`src/rtl/nn_argmax_stream.sv`:
```
// Streaming argmax over one frame of class scores: tracks best and second-best,
// then holds the winning index, score and top-1/top-2 margin behind valid/ready.
module nn_argmax_stream #(
   parameter int NUM_CLASSES = 10,
   parameter int SCORE_W     = 16,
   parameter int IDX_W       = 4,
   parameter bit SIGNED      = 1'b1,
   parameter bit TIE_LAST    = 1'b0
) (
   input  logic               clk,
   input  logic               reset,
   input  logic [SCORE_W-1:0] score_data,
   input  logic               score_valid,
   input  logic               score_last,
   output logic               score_ready,
   output logic [IDX_W-1:0]   class_out,
   output logic [SCORE_W-1:0] max_score,
   output logic [SCORE_W:0]   margin,
   output logic               len_err,
   output logic               out_valid,
   input  logic               out_ready,
   output logic [15:0]        frame_cnt
);

   localparam logic [IDX_W-1:0] LAST_IDX = IDX_W'(NUM_CLASSES - 1);
   localparam logic [IDX_W-1:0] IDX_ONE  = IDX_W'(1);

   typedef enum logic {ACC = 1'b0, DONE = 1'b1} state_t;

   state_t               r_state, w_state_n;
   logic                 r_score_ready, r_out_valid;
   logic [IDX_W-1:0]     r_cnt, r_best_idx, r_class_out;
   logic [SCORE_W-1:0]   r_best, r_second, r_max_score;
   logic                 r_second_valid, r_len_err;
   logic [SCORE_W:0]     r_margin;
   logic [15:0]          r_frame_cnt;

   logic                 w_accept, w_is_last_idx, w_frame_end, w_replace;
   logic [SCORE_W-1:0]   w_best_n, w_sec_n;
   logic [IDX_W-1:0]     w_idx_n;
   logic                 w_secv_n;
   logic [SCORE_W:0]     w_ext_best, w_ext_sec, w_margin;

   function automatic logic f_gt(input logic [SCORE_W-1:0] a, input logic [SCORE_W-1:0] b);
      if (SIGNED) return $signed(a) > $signed(b);
      else        return a > b;
   endfunction

   function automatic logic f_ge(input logic [SCORE_W-1:0] a, input logic [SCORE_W-1:0] b);
      if (SIGNED) return $signed(a) >= $signed(b);
      else        return a >= b;
   endfunction

   assign w_accept      = (r_state == ACC) && score_valid;
   assign w_is_last_idx = (r_cnt == LAST_IDX);
   assign w_frame_end   = w_accept && (score_last || w_is_last_idx);
   assign w_replace     = TIE_LAST ? f_ge(score_data, r_best) : f_gt(score_data, r_best);

   always_comb begin
      w_state_n = r_state;
      case (r_state)
         ACC:     if (w_frame_end) w_state_n = DONE;
         DONE:    if (out_ready)   w_state_n = ACC;
         default: w_state_n = ACC;
      endcase
   end

   // Best/second as they stand after the current beat, so frame-end results include it.
   always_comb begin
      w_best_n = r_best;
      w_idx_n  = r_best_idx;
      w_sec_n  = r_second;
      w_secv_n = r_second_valid;
      if (r_cnt == '0) begin
         w_best_n = score_data;
         w_idx_n  = '0;
         w_secv_n = 1'b0;
      end else if (w_replace) begin
         w_sec_n  = r_best;
         w_secv_n = 1'b1;
         w_best_n = score_data;
         w_idx_n  = r_cnt;
      end else if (!r_second_valid || f_gt(score_data, r_second)) begin
         w_sec_n  = score_data;
         w_secv_n = 1'b1;
      end
   end

   assign w_ext_best = SIGNED ? {w_best_n[SCORE_W-1], w_best_n} : {1'b0, w_best_n};
   assign w_ext_sec  = SIGNED ? {w_sec_n[SCORE_W-1], w_sec_n}   : {1'b0, w_sec_n};
   assign w_margin   = w_secv_n ? (w_ext_best - w_ext_sec) : '0;

   always_ff @(posedge clk) begin
      if (reset) begin
         r_state        <= ACC;
         r_score_ready  <= 1'b1;
         r_out_valid    <= 1'b0;
         r_cnt          <= '0;
         r_best         <= '0;
         r_best_idx     <= '0;
         r_second       <= '0;
         r_second_valid <= 1'b0;
         r_class_out    <= '0;
         r_max_score    <= '0;
         r_margin       <= '0;
         r_len_err      <= 1'b0;
         r_frame_cnt    <= '0;
      end else begin
         r_state       <= w_state_n;
         r_score_ready <= (w_state_n == ACC);
         r_out_valid   <= (w_state_n == DONE);
         if (w_accept) begin
            r_best         <= w_best_n;
            r_best_idx     <= w_idx_n;
            r_second       <= w_sec_n;
            r_second_valid <= w_secv_n;
            r_cnt          <= w_frame_end ? '0 : r_cnt + IDX_ONE;
         end
         if (w_frame_end) begin
            r_class_out <= w_idx_n;
            r_max_score <= w_best_n;
            r_margin    <= w_margin;
            r_len_err   <= (score_last != w_is_last_idx);
            r_frame_cnt <= r_frame_cnt + 16'd1;
         end else if ((r_state == DONE) && out_ready) begin
            r_len_err <= 1'b0;
         end
      end
   end

   assign score_ready = r_score_ready;
   assign out_valid   = r_out_valid;
   assign class_out   = r_class_out;
   assign max_score   = r_max_score;
   assign margin      = r_margin;
   assign len_err     = r_len_err;
   assign frame_cnt   = r_frame_cnt;

endmodule
```
`config.mk`:
```
export PLATFORM = sky130hd
export DESIGN_NAME = nn_argmax_stream
export DESIGN_NICKNAME = d
export VERILOG_FILES = /design/src/rtl/nn_argmax_stream.sv
export SDC_FILE = /design/constraint.sdc
export NUM_CORES = 1
export LEC_CHECK = 0
export CORE_UTILIZATION = 29
export CTS_CLUSTER_SIZE = 40
export DETAILED_ROUTE_END_ITERATION = 10
export RECOVER_POWER = 50
export SYNTH_ARGS = -nofsm -noshare
export SYNTH_HDL_FRONTEND = slang
export SYNTH_SLANG_ARGS = --single-unit
```
`constraint.sdc`:
```
create_clock -name clk -period 5.5 [get_ports clk]
set_clock_uncertainty 0.05 [all_clocks]
set_input_delay 1.1 -clock clk [delete_from_list [all_inputs] [get_ports clk]]
set_output_delay 1.1 -clock clk [all_outputs]
set_load 0.1 [all_outputs]
```
==> results of run 1 <==
per-layer routing:
layer  GRT usage, %  vias up  share of wire [%]  wire (microns)
met5              0        -                  0               0
met4          6.804        0                2.1             377
met3          2.346       23                4.9             866
met2          25.64      148                 44            7704
met1          23.44     2662                 49            8713
li1               -     2984                  -               -
kinds of logic after synthesis:
group | synth area share [%]
XOR/XNOR | 3.859
AND/OR/NAND/NOR | 22.40
multiplexers | 0.5104
AO/OA/AOI/OAI | 23.07
buffers and inverters | 7.330
flip-flops | 31.69
adder cells (fa/ha/maj) | 11.15
worst max-delay path: stages:
cell and delay, ns:
clkdlybuf4s50_1 0.47, ha_1 0.32, nand3_1 0.13, nor4_1 0.29, buf_4 0.17, nand4_1 0.12
a21boi_0 0.20, buf_4 0.15, mux2_2 0.18, a21oi_2 0.06, buf_4 0.19, o22ai_1 0.27
ha_1 0.29, nor2b_1 0.14, o31a_1 0.26, o2111ai_1 0.28, a31oi_1 0.18, o211ai_1 0.24
nand3_1 0.10, a32o_1 0.25
cell type report:
| cell class | count | area (sq um) |
|---|---|---|
| inverter | 55 | 206.4 |
| sequential | 97 | 1942 |
| multi-input combinational | 596 | 3767 |
| clock buffer | 10 | 239.0 |
| clock inverter | 6 | 96.34 |
| tap | 270 | 337.8 |
| timing repair buffer | 146 | 1299 |
| fill | 2114 | 12610 |
power groups by stage:
stage | combinational (mW) | clock [mW] | sequential, mW
after floorplan | 0.453 | 0 | 0.901
after global placement | 0.819 | 0 | 0.792
after detailed placement | 0.826 | 0 | 0.792
after CTS | 0.829 | 0.736 | 0.776
after global routing | 0.904 | 0.766 | 0.781
final | 0.825 | 0.722 | 0.776
cells in the mapped netlist (all sizes together), types with 2 or more instances:
master  number  share of area [%]
nor2       135                8.7
dfxtp       97                 32
nand2       72                4.7
inv         55                3.4
ha          53                 11
o21ai       52                5.1
a21oi       46                4.2
nand3       30                2.5
buf         26                3.0
nor3        24                2.0
a31oi       20                2.0
o21a        18                2.2
xor2        18                2.6
a211oi      17                2.2
clkbuf      16               0.98
o22ai       15                1.5
nand4        9               0.92
xnor2        9                1.3
nand2b       8               0.82
a21o         7               0.86
a21boi       5               0.61
and3         5               0.51
nor2b        5               0.51
a22o         4               0.57
a22oi        4               0.49
or3          4               0.41
nor4         3               0.41
o211ai       3               0.37
o31a         3               0.45
a221oi       2               0.29
a311oi       2               0.29
a32o         2               0.33
a32oi        2               0.29
and2         2               0.20
and4         2               0.29
mux2i        2               0.33
o31ai        2               0.33
registers in the layout (all words and copies together), names as in the netlist:
name / flops
r_best_idx: 4
r_best: 16
len_err: 1
margin: 17
r_second_valid: 1
class_out: 4
frame_cnt: 16
out_valid: 1
score_ready: 1
r_second: 16
r_cnt: 4
max_score: 16
final timing paths:
check | from | endpoint | slack (ns) | cells past startpoint
setup / recovery | score_data[11] | margin[15]$_SDFFE_PP0P_ | 0.30 | 20
hold / removal | margin[2]$_SDFFE_PP0P_ | margin[2]$_SDFFE_PP0P_ | 0.40 | 2
setup reg to reg | r_second[15]$_SDFFE_PP0P_ | margin[15]$_SDFFE_PP0P_ | 1.02 | 20
hold reg to reg | margin[2]$_SDFFE_PP0P_ | margin[2]$_SDFFE_PP0P_ | 0.40 | 2
repair_timing:
action                                  CTS  global route
gates resized for setup                   0             2
endpoints found under the setup margin    0             2
hold buffers                              0             0
==> impl_metrics.env, run 1 <==
export IMPL_outcome="complete, no violations"
export IMPL_tns_ns=0
export IMPL_die_width_microns=147.4
export IMPL_clk_latency_ns=0.36
export IMPL_numCtsBuffers=9
export IMPL_cp_arrival_ns=5.40
export IMPL_ir_drop_uv=171.6
export IMPL_critPathKind="input pin to flip-flop"
export IMPL_combinationalPowerShare_pct=35.5
export IMPL_ant_nets=0
export IMPL_hp_class="flip-flop to flip-flop"
export IMPL_p_sw_mw=0.8440
export IMPL_path_clk_slew_ns=0.07
export IMPL_drcViolationCount=0
export IMPL_post_route_period_util_pct=94.58
export IMPL_syn_area_sq_um=6128
export IMPL_tightest_slew_ns=1.405
export IMPL_critPathLaunchType="input pin"
export IMPL_p_seq_share_pct=33.4
export IMPL_syn_area_per_cell_sq_um=7.757
export IMPL_required_ns=5.70
export IMPL_p_leak_nw=3.208
export IMPL_mostFrequentLayoutCells="nor2_1 (133), dfxtp_1 (97), nand2_1 (70), buf_4 (66), inv_1 (55)"
export IMPL_nNetsFinal=980
export IMPL_clockRootBuffer="clkbuf_16"
export IMPL_dieArea_sq_um=21720
export IMPL_hold_viol_final=0
export IMPL_wire_per_inst_microns=14.97
export IMPL_synth_warnings=0
export IMPL_dp_cells=1164
export IMPL_synth_cells=790
export IMPL_initial_utilization_pct=29.90
export IMPL_die_y_microns=147.4
export IMPL_coreArea_sq_um=20490
export IMPL_fp_row_count=52
export IMPL_antenna_found_initial=0
export IMPL_sw_frac_of_total_pct=36.33
export IMPL_layout_commonest_cell="nor2_1"
export IMPL_grt_pass1_wl_mm=28.72
export IMPL_cts_tree="done"
export IMPL_final_core_util_pct=38.49
export IMPL_vias_per_cell=4.930
export IMPL_crit_fanout=9
export IMPL_clockBufferDepth=2
export IMPL_overflow=0
export IMPL_first_pass_iters=5
export IMPL_yosysSeqAreaShare_pct=31.69
export IMPL_synthDistinctLibCells=65
export IMPL_vias=5817
export IMPL_io_buffers=76
export IMPL_fin_total_pwr_mw=2.323
export IMPL_internal_power_mw=1.479
export IMPL_slew_viol_final=0
export IMPL_synth_edf_count=0
export IMPL_whs_ns=0.3971
export IMPL_cts_num_sinks=97
export IMPL_power_density_nw_per_um2=294.6
export IMPL_grt_usage_pct=16.71
export IMPL_final_cell_area_sq_um=7888
export IMPL_synthFlopType="dfxtp_1"
export IMPL_rsz0062_at_grt="no"
export IMPL_gp_routability_congestion=0.8761
export IMPL_p_clk_share_pct=31.1
export IMPL_wirelength_mm=17.66
export IMPL_dp_hpwl_mm=13.34
export IMPL_cts_max_level=3
export IMPL_drtIter0Drc=320
export IMPL_num_antenna_cells=0
export IMPL_finalNonFillerCells=1180
export IMPL_cp_end_kind="flip-flop"
export IMPL_grt_pass1_vias=5460
export IMPL_ys_seq_elements=97
export IMPL_relSlewSlack_pct=6.360
export IMPL_post_cts_buffers=0
export IMPL_setup_slack_ns=0.2982
export IMPL_dpl_worst_slack_ns=-0.1322
export IMPL_fmax_mhz=192.2
export IMPL_syn_to_final_growth_pct=28.71
export IMPL_placed_area_sq_um=7551
export IMPL_async_reset_ff_share_pct=0
export IMPL_finalCriticalPeriod_ns=5.202
export IMPL_drive_gt1_share_pct=13.19
export IMPL_synth_nets=865
export IMPL_maxCapViolCount=0
export IMPL_setup_viol=0
export IMPL_grt_max_degree=61
export IMPL_io_pins=77
(Power assumes the default switching activity.)
==> run 2: changes to the inputs <==
==> constraint.sdc (replaced) <==
create_clock -name clk -period 5.3 [get_ports clk]
set_clock_uncertainty 0.05 [all_clocks]
set_input_delay 1.06 -clock clk [delete_from_list [all_inputs] [get_ports clk]]
set_output_delay 1.06 -clock clk [all_outputs]
set_load 0.1 [all_outputs]
==> run 2 against run 1 <==
- final area grew 1.6%
- highest routed layer unchanged
- combinational power grew 8.6%
- via count grew 1.3%
- hold slack lost 0.0042 ns
- flip-flop and latch count is the same
- core utilization grew 0.62 points
- routed wire length grew 0.59%
- critical path depth is the same
- largest power group unchanged
- final cell count grew 1.2%
==> impl_metrics.env, run 2 (synthesized netlist as in run 1, its figures left out) <==
export IMPL_outcome="complete, no violations"
export IMPL_drtIter0Drc=319
export IMPL_cp_arrival_ns=5.25
export IMPL_dp_cells=1176
export IMPL_setup_viol=0
export IMPL_grt_pass1_wl_mm=28.79
export IMPL_io_buffers=76
export IMPL_first_pass_iters=5
export IMPL_gp_routability_congestion=0.8996
export IMPL_critPathKind="input pin to flip-flop"
export IMPL_nNetsFinal=994
export IMPL_gr_usage_met3_pct=2.253
export IMPL_die_width_microns=147.4
export IMPL_clockRootBuffer="clkbuf_16"
export IMPL_coreArea_sq_um=20490
export IMPL_critPathBufInv=4
export IMPL_whs_ns=0.3928
export IMPL_path_clk_slew_ns=0.07
export IMPL_relSlewSlack_pct=18.82
export IMPL_maxCapViolCount=0
export IMPL_vias_per_cell=4.936
export IMPL_grt_max_degree=54
export IMPL_hold_viol_final=0
export IMPL_grtUsageMet2_pct=26.56
export IMPL_slew_viol_final=0
export IMPL_ir_drop_uv=130.4
export IMPL_crit_fanout=11
export IMPL_final_cell_area_sq_um=8015
export IMPL_post_route_period_util_pct=95.32
export IMPL_mostFrequentLayoutCells="nor2_1 (133), dfxtp_1 (97), buf_4 (78), nand2_1 (70), dlygate4sd3_1 (57)"
export IMPL_dpl_worst_slack_ns=-0.4137
export IMPL_setup_slack_ns=0.2481
export IMPL_crit_slowest_cell="or4_4"
export IMPL_drive_gt1_share_pct=15.15
export IMPL_critPathLaunchType="input pin"
export IMPL_io_pins=77
export IMPL_cts_num_sinks=97
export IMPL_largest_reg_flops=17
export IMPL_wirelength_mm=17.77
export IMPL_fin_total_pwr_mw=2.347
export IMPL_drcViolationCount=0
export IMPL_clk_latency_ns=0.36
export IMPL_p_leak_nw=3.286
export IMPL_final_core_util_pct=39.11
export IMPL_top_usage_layer="met2"
export IMPL_power_density_nw_per_um2=292.9
export IMPL_rsz0062_at_grt="no"
export IMPL_grt_pass1_vias=5517
export IMPL_wire_per_inst_microns=14.88
export IMPL_tightest_slew_ns=1.218
export IMPL_layout_commonest_cell="nor2_1"
export IMPL_overflow=0
export IMPL_fp_row_count=52
export IMPL_vias=5894
export IMPL_grt_util_met1_pct=23.03
export IMPL_dp_hpwl_mm=13.50
export IMPL_numCtsBuffers=9
export IMPL_ant_nets=0
export IMPL_cts_max_level=3
export IMPL_die_y_microns=147.4
export IMPL_placed_area_sq_um=7654
export IMPL_path_delay_family="compound AO/OA/AOI/OAI gates"
export IMPL_cts_tree="done"
export IMPL_finalNonFillerCells=1194
export IMPL_slowest_delay_ns=0.50
export IMPL_num_antenna_cells=0
export IMPL_initial_utilization_pct=29.90
export IMPL_hp_class="flip-flop to flip-flop"
export IMPL_cts_hold_buffers=0
export IMPL_dieArea_sq_um=21720
export IMPL_syn_to_final_growth_pct=30.79
export IMPL_required_ns=5.50
export IMPL_cp_end_kind="flip-flop"
export IMPL_grt_usage_pct=16.63
export IMPL_path_cells="clkdlybuf4s50_1, buf_4, ha_1, nand3_2, or4_4, a2bb2oi_1, o31ai_4, buf_4, a21oi_1, a21oi_2, ha_1, inv_1, fa_1, a21o_1, a21o_1, a31oi_4, a21boi_1, o221ai_1, mux2i_1, nand2_1"
export IMPL_clockBufferDepth=2
export IMPL_tns_ns=0
export IMPL_finalCriticalPeriod_ns=5.052
export IMPL_fmax_mhz=197.9
export IMPL_antenna_found_initial=0
run 2: final timing paths:
kind	startpoint	cells past startpoint	to	slack (ns)
worst max register to register	r_second[8]$_SDFFE_PP0P_	19	margin[14]$_SDFFE_PP0P_	0.99
worst max-delay path	score_data[11]	20	margin[14]$_SDFFE_PP0P_	0.25
worst min-delay path	margin[9]$_SDFFE_PP0P_	2	margin[9]$_SDFFE_PP0P_	0.39
worst min register to register	margin[9]$_SDFFE_PP0P_	2	margin[9]$_SDFFE_PP0P_	0.39
run 2: power breakdown:
part           internal (mW)  leakage [nW]  switching (mW)  total [mW]
sequential             0.766         0.790          0.0389       0.805
clock                  0.327         0.131           0.320       0.647
combinational          0.358          2.36           0.538       0.896
run 2: final cells by class:
cell class              count  area, sq um
repair buffers            160         1415
well taps                 270        337.8
flip-flops and latches     97         1942
clock inverters             7        65.06
inverters                  55        206.4
multi-input cells         596         3824
fillers                  2093        12480
clock buffers               9        225.2
run 2: worst reg2reg max path: stages (launching register included):
cell and delay [ns]:
dfxtp_1 0.42, inv_1 0.07, ha_1 0.30, a21oi_1 0.16, a21boi_0 0.10, o31a_1 0.32, a211oi_2 0.20, mux2_2 0.42
a21oi_4 0.21, o22a_1 0.17, ha_1 0.16, inv_1 0.06, fa_1 0.39, a21o_1 0.17, a21o_1 0.21, a31oi_4 0.18
a21boi_1 0.13, o221ai_1 0.22, mux2i_1 0.22, nand2_1 0.06
run 2: layer usage:
layer | up-vias | wire length (microns)
met3 | 21 | 765
li1 | 3017 | -
met4 | 0 | 284
met2 | 137 | 8157
met5 | - | 0
met1 | 2719 | 8559
run 2: timing repair:
action,CTS,global route
pin swaps,0,5
setup buffers,0,2
setup endpoints to repair,1,9
resized for setup,1,14
